File: config.mk
export PLATFORM = sky130hd
export DESIGN_NAME = alu_accum_seq
export DESIGN_NICKNAME = d
export VERILOG_FILES = /design/src/rtl/alu_accum_seq.sv
export SDC_FILE = /design/constraint.sdc
export NUM_CORES = 1
export LEC_CHECK = 0
export CAP_MARGIN = 40
export CORE_MARGIN = 4
export CORE_UTILIZATION = 55
export DETAILED_ROUTE_END_ITERATION = 7
export GPL_TIMING_DRIVEN = 1
export PLACE_DENSITY = 0.76
export SYNTH_ARGS = -nofsm -noshare
export SYNTH_HDL_FRONTEND = slang
export SYNTH_SLANG_ARGS = --single-unit
File: constraint.sdc
create_clock -name clk -period 4.23 [get_ports clk]
set_input_delay 0.423 -clock clk [delete_from_list [all_inputs] [get_ports clk]]
set_output_delay 0.423 -clock clk [all_outputs]
set_load 0.01 [all_outputs]
File: src/rtl/alu_accum_seq.sv
`default_nettype none
// ============================================================================
//  Module      : alu_accum_seq
//  Description : Accumulator ALU with an OFF/READY/RUN/MULT/ERROR state
//                machine, unsigned overflow detection with optional
//                saturation, and a WIDTH-cycle shift-add multiplier.
//  Revision    : 1.0 - initial release
// ============================================================================
module alu_accum_seq #(
    parameter int WIDTH = 8,
    parameter int SAT   = 0
) (
    input  logic             clk,
    input  logic             rst,
    input  logic             on,
    input  logic [1:0]       in_sel,
    input  logic [2:0]       op,
    input  logic             op_valid,
    input  logic [WIDTH-1:0] num_a,
    input  logic [WIDTH-1:0] num_b,
    output logic [WIDTH-1:0] result,
    output logic             busy,
    output logic             done,
    output logic             err,
    output logic [2:0]       state
);

    localparam logic [2:0] ST_OFF   = 3'd0;
    localparam logic [2:0] ST_READY = 3'd1;
    localparam logic [2:0] ST_RUN   = 3'd2;
    localparam logic [2:0] ST_MULT  = 3'd3;
    localparam logic [2:0] ST_ERROR = 3'd4;

    localparam logic [2:0] OP_AND  = 3'b000;
    localparam logic [2:0] OP_OR   = 3'b001;
    localparam logic [2:0] OP_XOR  = 3'b010;
    localparam logic [2:0] OP_NOT  = 3'b011;
    localparam logic [2:0] OP_ADD  = 3'b100;
    localparam logic [2:0] OP_SUB  = 3'b101;
    localparam logic [2:0] OP_MUL  = 3'b110;
    localparam logic [2:0] OP_PASS = 3'b111;

    localparam int              CW        = $clog2(WIDTH + 1);
    localparam logic [CW-1:0]   C_LAST    = CW'(WIDTH - 1);
    localparam logic [WIDTH-1:0] C_ONES   = {WIDTH{1'b1}};
    localparam logic [WIDTH-1:0] C_ZERO   = {WIDTH{1'b0}};

    logic [2:0]         state_q,  state_d;
    logic [WIDTH-1:0]   acc_q,    acc_d;
    logic               done_q,   done_d;
    logic [2*WIDTH-1:0] mcand_q,  mcand_d;
    logic [WIDTH-1:0]   mplier_q, mplier_d;
    logic [2*WIDTH-1:0] prod_q,   prod_d;
    logic [CW-1:0]      cnt_q,    cnt_d;

    logic [WIDTH-1:0]   w_a;
    logic               w_accept;
    logic               w_soft_clr;
    logic [WIDTH:0]     w_sum;
    logic [WIDTH-1:0]   w_alu_res;
    logic               w_alu_ov;
    logic [2*WIDTH-1:0] w_prod_step;
    logic               w_mul_ov;

    // Operand A selection and request qualification
    always_comb begin
        case (in_sel)
            2'b01:   w_a = num_a;
            2'b10:   w_a = C_ZERO;
            default: w_a = acc_q;
        endcase
        w_soft_clr = (in_sel == 2'b10) && !op_valid && (state_q != ST_OFF);
        case (state_q)
            ST_READY:        w_accept = op_valid && ((in_sel == 2'b01) || (in_sel == 2'b10));
            ST_RUN, ST_ERROR: w_accept = op_valid;
            default:         w_accept = 1'b0;
        endcase
    end

    // Single-cycle ALU result with unsigned overflow and optional saturation
    always_comb begin
        w_sum     = {1'b0, w_a} + {1'b0, num_b};
        w_alu_res = C_ZERO;
        w_alu_ov  = 1'b0;
        case (op)
            OP_AND:  w_alu_res = w_a & num_b;
            OP_OR:   w_alu_res = w_a | num_b;
            OP_XOR:  w_alu_res = w_a ^ num_b;
            OP_NOT:  w_alu_res = ~w_a;
            OP_ADD: begin
                w_alu_ov  = w_sum[WIDTH];
                w_alu_res = (w_alu_ov && (SAT != 0)) ? C_ONES : w_sum[WIDTH-1:0];
            end
            OP_SUB: begin
                w_alu_ov  = (w_a < num_b);
                w_alu_res = (w_alu_ov && (SAT != 0)) ? C_ZERO : (w_a - num_b);
            end
            OP_PASS: w_alu_res = num_b;
            default: w_alu_res = C_ZERO;
        endcase
    end

    // One shift-add multiply step; the last step's sum is the final product
    always_comb begin
        w_prod_step = prod_q + (mplier_q[0] ? mcand_q : {(2*WIDTH){1'b0}});
        w_mul_ov    = |w_prod_step[2*WIDTH-1:WIDTH];
    end

    // Next-state logic: power-off beats soft clear, which beats MULT stepping and new requests
    always_comb begin
        state_d  = state_q;
        acc_d    = acc_q;
        done_d   = 1'b0;
        mcand_d  = mcand_q;
        mplier_d = mplier_q;
        prod_d   = prod_q;
        cnt_d    = cnt_q;

        if (!on) begin
            state_d = ST_OFF;
            acc_d   = C_ZERO;
            cnt_d   = '0;
        end else if (state_q == ST_OFF) begin
            state_d = ST_READY;
        end else if (w_soft_clr) begin
            state_d = ST_READY;
            acc_d   = C_ZERO;
            cnt_d   = '0;
        end else if (state_q == ST_MULT) begin
            prod_d   = w_prod_step;
            mcand_d  = mcand_q << 1;
            mplier_d = mplier_q >> 1;
            cnt_d    = cnt_q + 1'b1;
            if (cnt_q == C_LAST) begin
                acc_d   = (w_mul_ov && (SAT != 0)) ? C_ONES : w_prod_step[WIDTH-1:0];
                done_d  = 1'b1;
                state_d = w_mul_ov ? ST_ERROR : ST_RUN;
                cnt_d   = '0;
            end
        end else if (w_accept) begin
            if (op == OP_MUL) begin
                state_d  = ST_MULT;
                mcand_d  = {C_ZERO, w_a};
                mplier_d = num_b;
                prod_d   = {(2*WIDTH){1'b0}};
                cnt_d    = '0;
            end else begin
                acc_d   = w_alu_res;
                done_d  = 1'b1;
                state_d = w_alu_ov ? ST_ERROR : ST_RUN;
            end
        end
    end

    // State, accumulator and multiplier registers
    always_ff @(posedge clk or posedge rst) begin
        if (rst) begin
            state_q  <= ST_OFF;
            acc_q    <= C_ZERO;
            done_q   <= 1'b0;
            mcand_q  <= {(2*WIDTH){1'b0}};
            mplier_q <= C_ZERO;
            prod_q   <= {(2*WIDTH){1'b0}};
            cnt_q    <= '0;
        end else begin
            state_q  <= state_d;
            acc_q    <= acc_d;
            done_q   <= done_d;
            mcand_q  <= mcand_d;
            mplier_q <= mplier_d;
            prod_q   <= prod_d;
            cnt_q    <= cnt_d;
        end
    end

    assign result = acc_q;
    assign busy   = (state_q == ST_MULT);
    assign done   = done_q;
    assign err    = (state_q == ST_ERROR);
    assign state  = state_q;

endmodule
`default_nettype wire

# Yosys cells after proc, flatten, opt, wreduce, memory -nomap -nowiden
# Cells that the tools add are included.
[op_classes] add_sub_neg=4 n_lt_le_gt_ge=1 eq_ne=21 n_mux=44 n_bitwise=6 n_reduce_logical=16
[ops] operator="$mux W16" n=7
[ops] operator="$mux W8" n=10
[ops] operator="$pmux W8 S7" n=1
[ops] operator="$mux W4" n=7
[ops] operator="$mux W3" n=9
[ops] operator="$add A16 B16 Y16" n=1
[ops] operator="$pmux W8 S2" n=1
[ops] operator="$eq A3 B3 Y1 const B" n=5
[ops] operator="$eq A3 B2 Y1 const B" n=4
[ops] operator="$add A8 B8 Y9" n=1
[ops] operator="$and A8 B8 Y8" n=1
[ops] operator="$lt A8 B8 Y1" n=1
[ops] operator="$ne A4 B1 Y1 const B" n=2
[ops] operator="$not A8 Y8" n=1
[ops] operator="$or A8 B8 Y8" n=1
[ops] operator="$reduce_or A8 Y1" n=1
[ops] operator="$sub A8 B8 Y8" n=1
[ops] operator="$xor A8 B8 Y8" n=1
[ops] operator="$mux W1" n=7
[ops] operator="$eq A3 B1 Y1 const B" n=2
[ops] operator="$logic_not A3 Y1" n=2
[ops] operator="$ne A5 B1 Y1 const B" n=1
[ops] operator="$ne A5 B2 Y1 const B" n=1
[ops] operator="$reduce_and A5 Y1" n=1
[ops] operator="18 further kinds" n=23
[totals] ff_bits=56 in_bits=25 output_inout_bits=14

# Longest topological paths before layout
[depth] ltp_word=11 mapped_depth=15

# Worst setup path after synthesis
# OpenSTA, ideal clock, no wires.
[synth_path] path_type="input port to flip-flop" from="input port in_sel[0]" to="register acc_q[7], in the netlist result[7]" arrival_time_ps=2995 t_required_ps=4164 path_slack_ps=1169 stages=15 cell_sequence="inv_1 ha_1 buf_2 nor2b_1 a22oi_1 inv_1 ha_1 nor2b_1 o21bai_1 a21oi_1 o31ai_1 a21oi_1 or4_1 nand3_1 a22o_1"
[synth_between] elab_chain_cells=10 elab_cells_between_ends=25 classes_between="add/sub: 2; eq/ne: 5; mux: 9; bitwise: 4; reduce/logical: 5"
[synth_lines] element="start, declared" line="16" rtl="input logic [1:0] in_sel,"
[synth_lines] element="$eq A2 B2 Y1 or $eq A2 B1 Y1 (tied branches)" line="67, 72, 74"
[synth_lines] element="$pmux W8 S2" line="67" rtl="case (in_sel)"
[synth_lines] element="$sub A8 B8 Y8, or another cell as far along" line="96" rtl="w_alu_res = (w_alu_ov && (SAT != 0)) ? C_ZERO : (w_a - num_b);"
[synth_lines] element="$pmux W8 S7" line="85" rtl="case (op)"
[synth_lines] element="$mux W8" line="141" rtl="if (op == OP_MUL) begin"
[synth_lines] element="$mux W8" line="140" rtl="end else if (w_accept) begin"
[synth_lines] element="$mux W8" line="129" rtl="end else if (state_q == ST_MULT) begin"
[synth_lines] element="$mux W8" line="125" rtl="end else if (w_soft_clr) begin"
[synth_lines] element="$mux W8" line="123" rtl="end else if (state_q == ST_OFF) begin"
[synth_lines] element="$mux W8" line="119" rtl="if (!on) begin"
[synth_lines] element="end signal, assigned" line="159" rtl="acc_q <= C_ZERO;"
[synth_lines] element="end signal, assigned" line="167" rtl="acc_q <= acc_d;"
[synth_lines] element="end, declared" line="49" rtl="logic [WIDTH-1:0] acc_q, acc_d;"
# Parallel ways exist; a longest one is shown, timed or not. The select of a mux whose other input is x is not followed.
# A chain may end at the register's enable or synchronous reset.

# Worst setup path after layout
[layout_path] from="input port in_sel[0]" to="register state_q[1], in the netlist state[1]"
[layout_between] elab_chain_cells=11 elab_cells_between_ends=21 classes_between="add/sub: 1; order compare: 1; eq/ne: 4; mux: 10; reduce/logical: 5"
[layout_lines] element="$eq A2 B2 Y1 or $eq A2 B1 Y1 (tied branches)" line="67, 72, 74"
[layout_lines] element="$pmux W8 S2" line="67"
[layout_lines] element="$add A8 B8 Y9 or $lt A8 B8 Y1 (tied branches)" line="82, 95"
[layout_lines] element="$pmux W1 S2" line="85"
[layout_lines] element="$mux W3" line="150" rtl="state_d = w_alu_ov ? ST_ERROR : ST_RUN;"
[layout_lines] element="$mux W3" line="141"
[layout_lines] element="$mux W3" line="140"
[layout_lines] element="$mux W3" line="129"
[layout_lines] element="$mux W3" line="125"
[layout_lines] element="$mux W3" line="123"
[layout_lines] element="$mux W3" line="119"
[layout_lines] element="end signal, assigned" line="166" rtl="state_q <= state_d;"
[layout_lines] element="end, declared" line="48" rtl="logic [2:0] state_q, state_d;"
# Parallel ways exist; a longest one is shown, timed or not. The select of a mux whose other input is x is not followed.

==> qor_table.md <==
| Quantity | Value | Unit |
|:---|:---|:---|
| Sort of element at the start of the critical path | input port | - |
| Placeable Area | 8341 | um^2 |
| Final estimated routing congestion in global placement | 0.9503 | - |
| Element type at the critical path end | register | - |
| Pwr Density | 276.2 | nW/um^2 |
| Number of antenna violations at the first check in global routing | 0 | - |
| Num CTS Buffers | 5 | - |
| Max Cap Viol | 0 | - |
| Clock Latency Late Sink | 0.32 | ns |
| TritonCTS Sinks | 56 | - |
| Post-CTS resize count | 0 | - |
| Worst setup margin | 0.6795 | ns |
| Crit path max fanout | 11 | - |
| Switching part of the total power | 0.3786 | - |
| Result of the run | finished clean | - |
| Sequential cell area fraction in the yosys report | 0.2937 | - |
| Transition time at the pin with the least slew margin | 0.7676 | ns |
| Total power consumption of the routed design | 1.476 | mW |
| Htree depth | 2 | - |
| CP Data Required Time | 4.50 | ns |
| Final number of setup-violating endpoints | 0 | - |
| P_sw | 558.7 | uW |
| Die X-Extent | 101.1 | um |
| First DRT Iteration DRCs | 340 | - |
| Classification of the worst setup path | in2reg | - |
| TritonCTS clock tree | done | - |
| Post-Syn Nets | 654 | - |
| Distinct cell type count after synthesis | 74 | - |
| Clock input transition at the sequential cells of the worst setup and hold paths | 0.11 | ns |
| Fmax | 281.7 | MHz |
| Met2 wire len | 5869 | um |
| Summed negative setup slack over all endpoints | 0 | ns |
| Worst rel slew slack | 0.4883 | - |
| Half-perimeter wire length after placement | 10020 | um |
| Mapped Avg Cell Area | 8.169 | um^2 |
| Overflow left after global routing | 0 | - |
| Synthesized cell area | 4771 | um^2 |
| Clk root buf | sky130_fd_sc_hd__clkbuf_8 | - |
| Synth-to-layout area growth | 11.99 | % |
| Number of hold buffers added after CTS | 0 | - |
| RSZ-0062 raised after global routing | no | - |
| Ports placed on the boundary | 39 | - |
| Portion of total power attributed to sequential cells | 0.431 | - |
| Number of rows created at floorplan | 33 | - |
| Setup Buffers After CTS | 0 | - |
| Final Cycle Share | 0.8394 | - |
| Mapped Cells | 584 | - |
| Internal Pwr Total | 917.1 | uW |
| Pleak | 2.517 | nW |
| Antenna violation net count after detailed routing | 0 | - |
| Post-route clock skew | 0.004736 | ns |
| Tot GR Track Use | 0.2641 | - |
| DRT met1 WL | 5945 | um |
| Max IR drop VDD | 0.2026 | mV |
| Yosys warning count | 0 | - |
| Async set-or-reset flop fraction in the synthesized netlist | 1.000 | - |
| Clock tree buffer depth | 2 | - |
| Final period demand of the worst path | 3.551 | ns |
| Count of inserted antenna diode cells | 0 | - |
| IO buf count | 38 | - |
| Sum of met3 wire segment lengths after detailed routing | 876 | um |
| Number of iterations in the first detailed-routing pass | 5 | - |
| EDFF count, synth | 0 | - |
| Initial Util | 0.5720 | - |
| Register bit total from synthesis | 56 | - |
| Via count | 4527 | - |
| Share of total power in the clock network | 0.225 | - |
| Final-report max-slew violation count | 0 | - |
| Via count of the first global-routing pass | 4316 | - |
| Number of nets in the layout | 682 | - |
| Total Die Area | 10230 | um^2 |
| Number of failing hold endpoints at the final stage | 0 | - |
| Die span in y | 101.1 | um |
| Remaining design rule violation count | 0 | - |
| Pin count of the biggest net entering global routing | 59 | - |
| Fraction of layout cells with a size suffix above 1 | 0.06688 | - |
| Top flip-flop cell by instance count after synthesis | sky130_fd_sc_hd__dfrtp_1 | - |
| Power share of the combinational group | 0.345 | - |
| Worst min path class | in2async | - |
| Global-route wire length before repair | 21740 | um |
| Placement-stage worst setup slack | 0.3852 | ns |
| CP Data Arrival Time | 3.82 | ns |
| DRT Wirelength | 13030 | um |
| Highest layer used for signal routing | met4 | - |
| Routed via count divided by cell count | 6.305 | - |
| Wire length per cell | 18.15 | um |
[cell type report]
cell class	count	area (um^2)
multi-input cells	464	3102
fillers	716	2998
flip-flops and latches	56	1401
repair buffers	49	475.5
inverters	36	135.1
well taps	105	131.4
clock buffers	5	68.82
clock inverters	3	28.78
[path summary, 6_finish.rpt]
path / cells past startpoint / to / slack, ns / start
setup / recovery: 15 / state[1] / 0.68 / in_sel[0]
max in group asynchronous: 3 / prod_q[2] / 3.00 / rst
setup reg to reg: 12 / state[1] / 0.92 / mplier_q[0]
min in group clk: 1 / cnt_q[3] / 0.48 / cnt_q[3]
hold reg to reg: 1 / cnt_q[3] / 0.48 / cnt_q[3]
hold / removal: 2 / state[0] / 0.39 / rst
[sequential cells by signal, indices dropped and copies added, names as in the netlist]
| signal | flops |
|---|---|
| prod_q | 16 |
| mcand_q | 16 |
| result | 8 |
| done | 1 |
| state | 3 |
| mplier_q | 8 |
| cnt_q | 4 |
[per-stage QoR]
stage / hold WS, ns / cells / instance area, um^2 / util
after floorplan: 0.4474 / 584 / 4771 / -
after global placement: 0.4594 / 709 / 5238 / 0.6280
after detailed placement: 0.4703 / 710 / 5245 / 0.6289
after CTS: 0.4010 / 718 / 5343 / 0.6406
after global routing: 0.4276 / 718 / 5343 / 0.6406
final: 0.3862 / 718 / 5343 / 0.6406
[power by group through the flow]
stage / combinational [mW] / clock [mW] / sequential, mW
floorplan: 0.328 / 0 / 0.635
global placement: 0.495 / 0 / 0.643
detailed placement: 0.502 / 0 / 0.646
CTS: 0.504 / 0.337 / 0.635
global route: 0.565 / 0.353 / 0.644
finish: 0.509 / 0.331 / 0.636
[per-layer routing]
layer | vias up | GRT usage
li1 | 2167 | -
met1 | 2159 | 0.3804
met2 | 176 | 0.4049
met3 | 25 | 0.04201
met4 | 0 | 0.08998
met5 | - | 0
[critical path, cell delays in order]
cell                              delay, ns
sky130_fd_sc_hd__clkdlybuf4s50_1       0.49
sky130_fd_sc_hd__inv_1                 0.05
sky130_fd_sc_hd__ha_1                  0.30
sky130_fd_sc_hd__buf_4                 0.18
sky130_fd_sc_hd__a22oi_1               0.36
sky130_fd_sc_hd__inv_1                 0.20
sky130_fd_sc_hd__fa_1                  0.47
sky130_fd_sc_hd__nand2b_1              0.10
sky130_fd_sc_hd__a21oi_1               0.08
sky130_fd_sc_hd__o21bai_1              0.18
sky130_fd_sc_hd__a221oi_1              0.11
sky130_fd_sc_hd__o41ai_1               0.32
sky130_fd_sc_hd__a21oi_1               0.20
sky130_fd_sc_hd__o31ai_1               0.22
sky130_fd_sc_hd__and2_1                0.15
[cell usage in the layout, fill, tap and decap left out, types with 7 or more instances in the layout]
master / n
sky130_fd_sc_hd__nand2_1: 66
sky130_fd_sc_hd__o21ai_0: 56
sky130_fd_sc_hd__dfrtp_1: 56
sky130_fd_sc_hd__a21oi_1: 50
sky130_fd_sc_hd__ha_1: 42
sky130_fd_sc_hd__nor2_1: 41
sky130_fd_sc_hd__clkdlybuf4s50_1: 38
sky130_fd_sc_hd__inv_1: 34
sky130_fd_sc_hd__a22o_1: 24
sky130_fd_sc_hd__nand3_1: 19
sky130_fd_sc_hd__and2_1: 17
sky130_fd_sc_hd__nor3_1: 14
sky130_fd_sc_hd__xnor2_1: 10
sky130_fd_sc_hd__buf_4: 10
sky130_fd_sc_hd__o31ai_1: 7
sky130_fd_sc_hd__and3_1: 7
[cells by family (layout without fill, tap and decap cells)]
logic type,Yosys count,after routing,share of synthesized area
multiplexers,9,9,0.02229
XOR/XNOR,17,17,0.03278
adder cells (fa/ha/maj),45,45,0.1227
buffers and inverters,64,93,0.05612
flip-flops,56,56,0.2937
AO/OA/AOI/OAI,201,201,0.2827
AND/OR/NAND/NOR,192,192,0.1896
[Yosys cell counts, types with 3 or more instances]
| library cell | count | area [um^2] |
|---|---|---|
| sky130_fd_sc_hd__o22ai_1 | 4 | 25.02 |
| sky130_fd_sc_hd__mux2i_1 | 5 | 50.05 |
| sky130_fd_sc_hd__ha_1 | 42 | 525.5 |
| sky130_fd_sc_hd__nand3_1 | 19 | 95.09 |
| sky130_fd_sc_hd__and2_1 | 17 | 106.4 |
| sky130_fd_sc_hd__o21bai_1 | 4 | 30.03 |
| sky130_fd_sc_hd__o31ai_1 | 7 | 52.55 |
| sky130_fd_sc_hd__buf_1 | 6 | 22.52 |
| sky130_fd_sc_hd__inv_1 | 35 | 131.4 |
| sky130_fd_sc_hd__o21ai_0 | 56 | 280.3 |
| sky130_fd_sc_hd__nand2b_1 | 6 | 37.54 |
| sky130_fd_sc_hd__nor2b_1 | 4 | 25.02 |
| sky130_fd_sc_hd__nor4_1 | 3 | 18.77 |
| sky130_fd_sc_hd__xor2_1 | 6 | 52.55 |
| sky130_fd_sc_hd__xnor2_1 | 10 | 87.58 |
| sky130_fd_sc_hd__clkbuf_1 | 15 | 56.30 |
| sky130_fd_sc_hd__a21o_1 | 6 | 45.04 |
| sky130_fd_sc_hd__nand2_1 | 66 | 247.7 |
| sky130_fd_sc_hd__fa_1 | 3 | 60.06 |
| sky130_fd_sc_hd__buf_2 | 4 | 20.02 |
| sky130_fd_sc_hd__dfrtp_1 | 56 | 1401 |
| sky130_fd_sc_hd__o211ai_1 | 4 | 30.03 |
| sky130_fd_sc_hd__a21oi_1 | 50 | 250.2 |
| sky130_fd_sc_hd__a22oi_1 | 6 | 45.04 |
| sky130_fd_sc_hd__and3_1 | 7 | 43.79 |
| sky130_fd_sc_hd__a31oi_1 | 4 | 25.02 |
| sky130_fd_sc_hd__nor3_1 | 14 | 70.07 |
| sky130_fd_sc_hd__a21oi_2 | 3 | 26.28 |
| sky130_fd_sc_hd__or3_1 | 6 | 37.54 |
| sky130_fd_sc_hd__a22o_1 | 24 | 210.2 |
| sky130_fd_sc_hd__a221oi_1 | 3 | 26.28 |
| sky130_fd_sc_hd__nor2_1 | 41 | 153.9 |
Note: power is estimated with default switching activity, not from simulation.
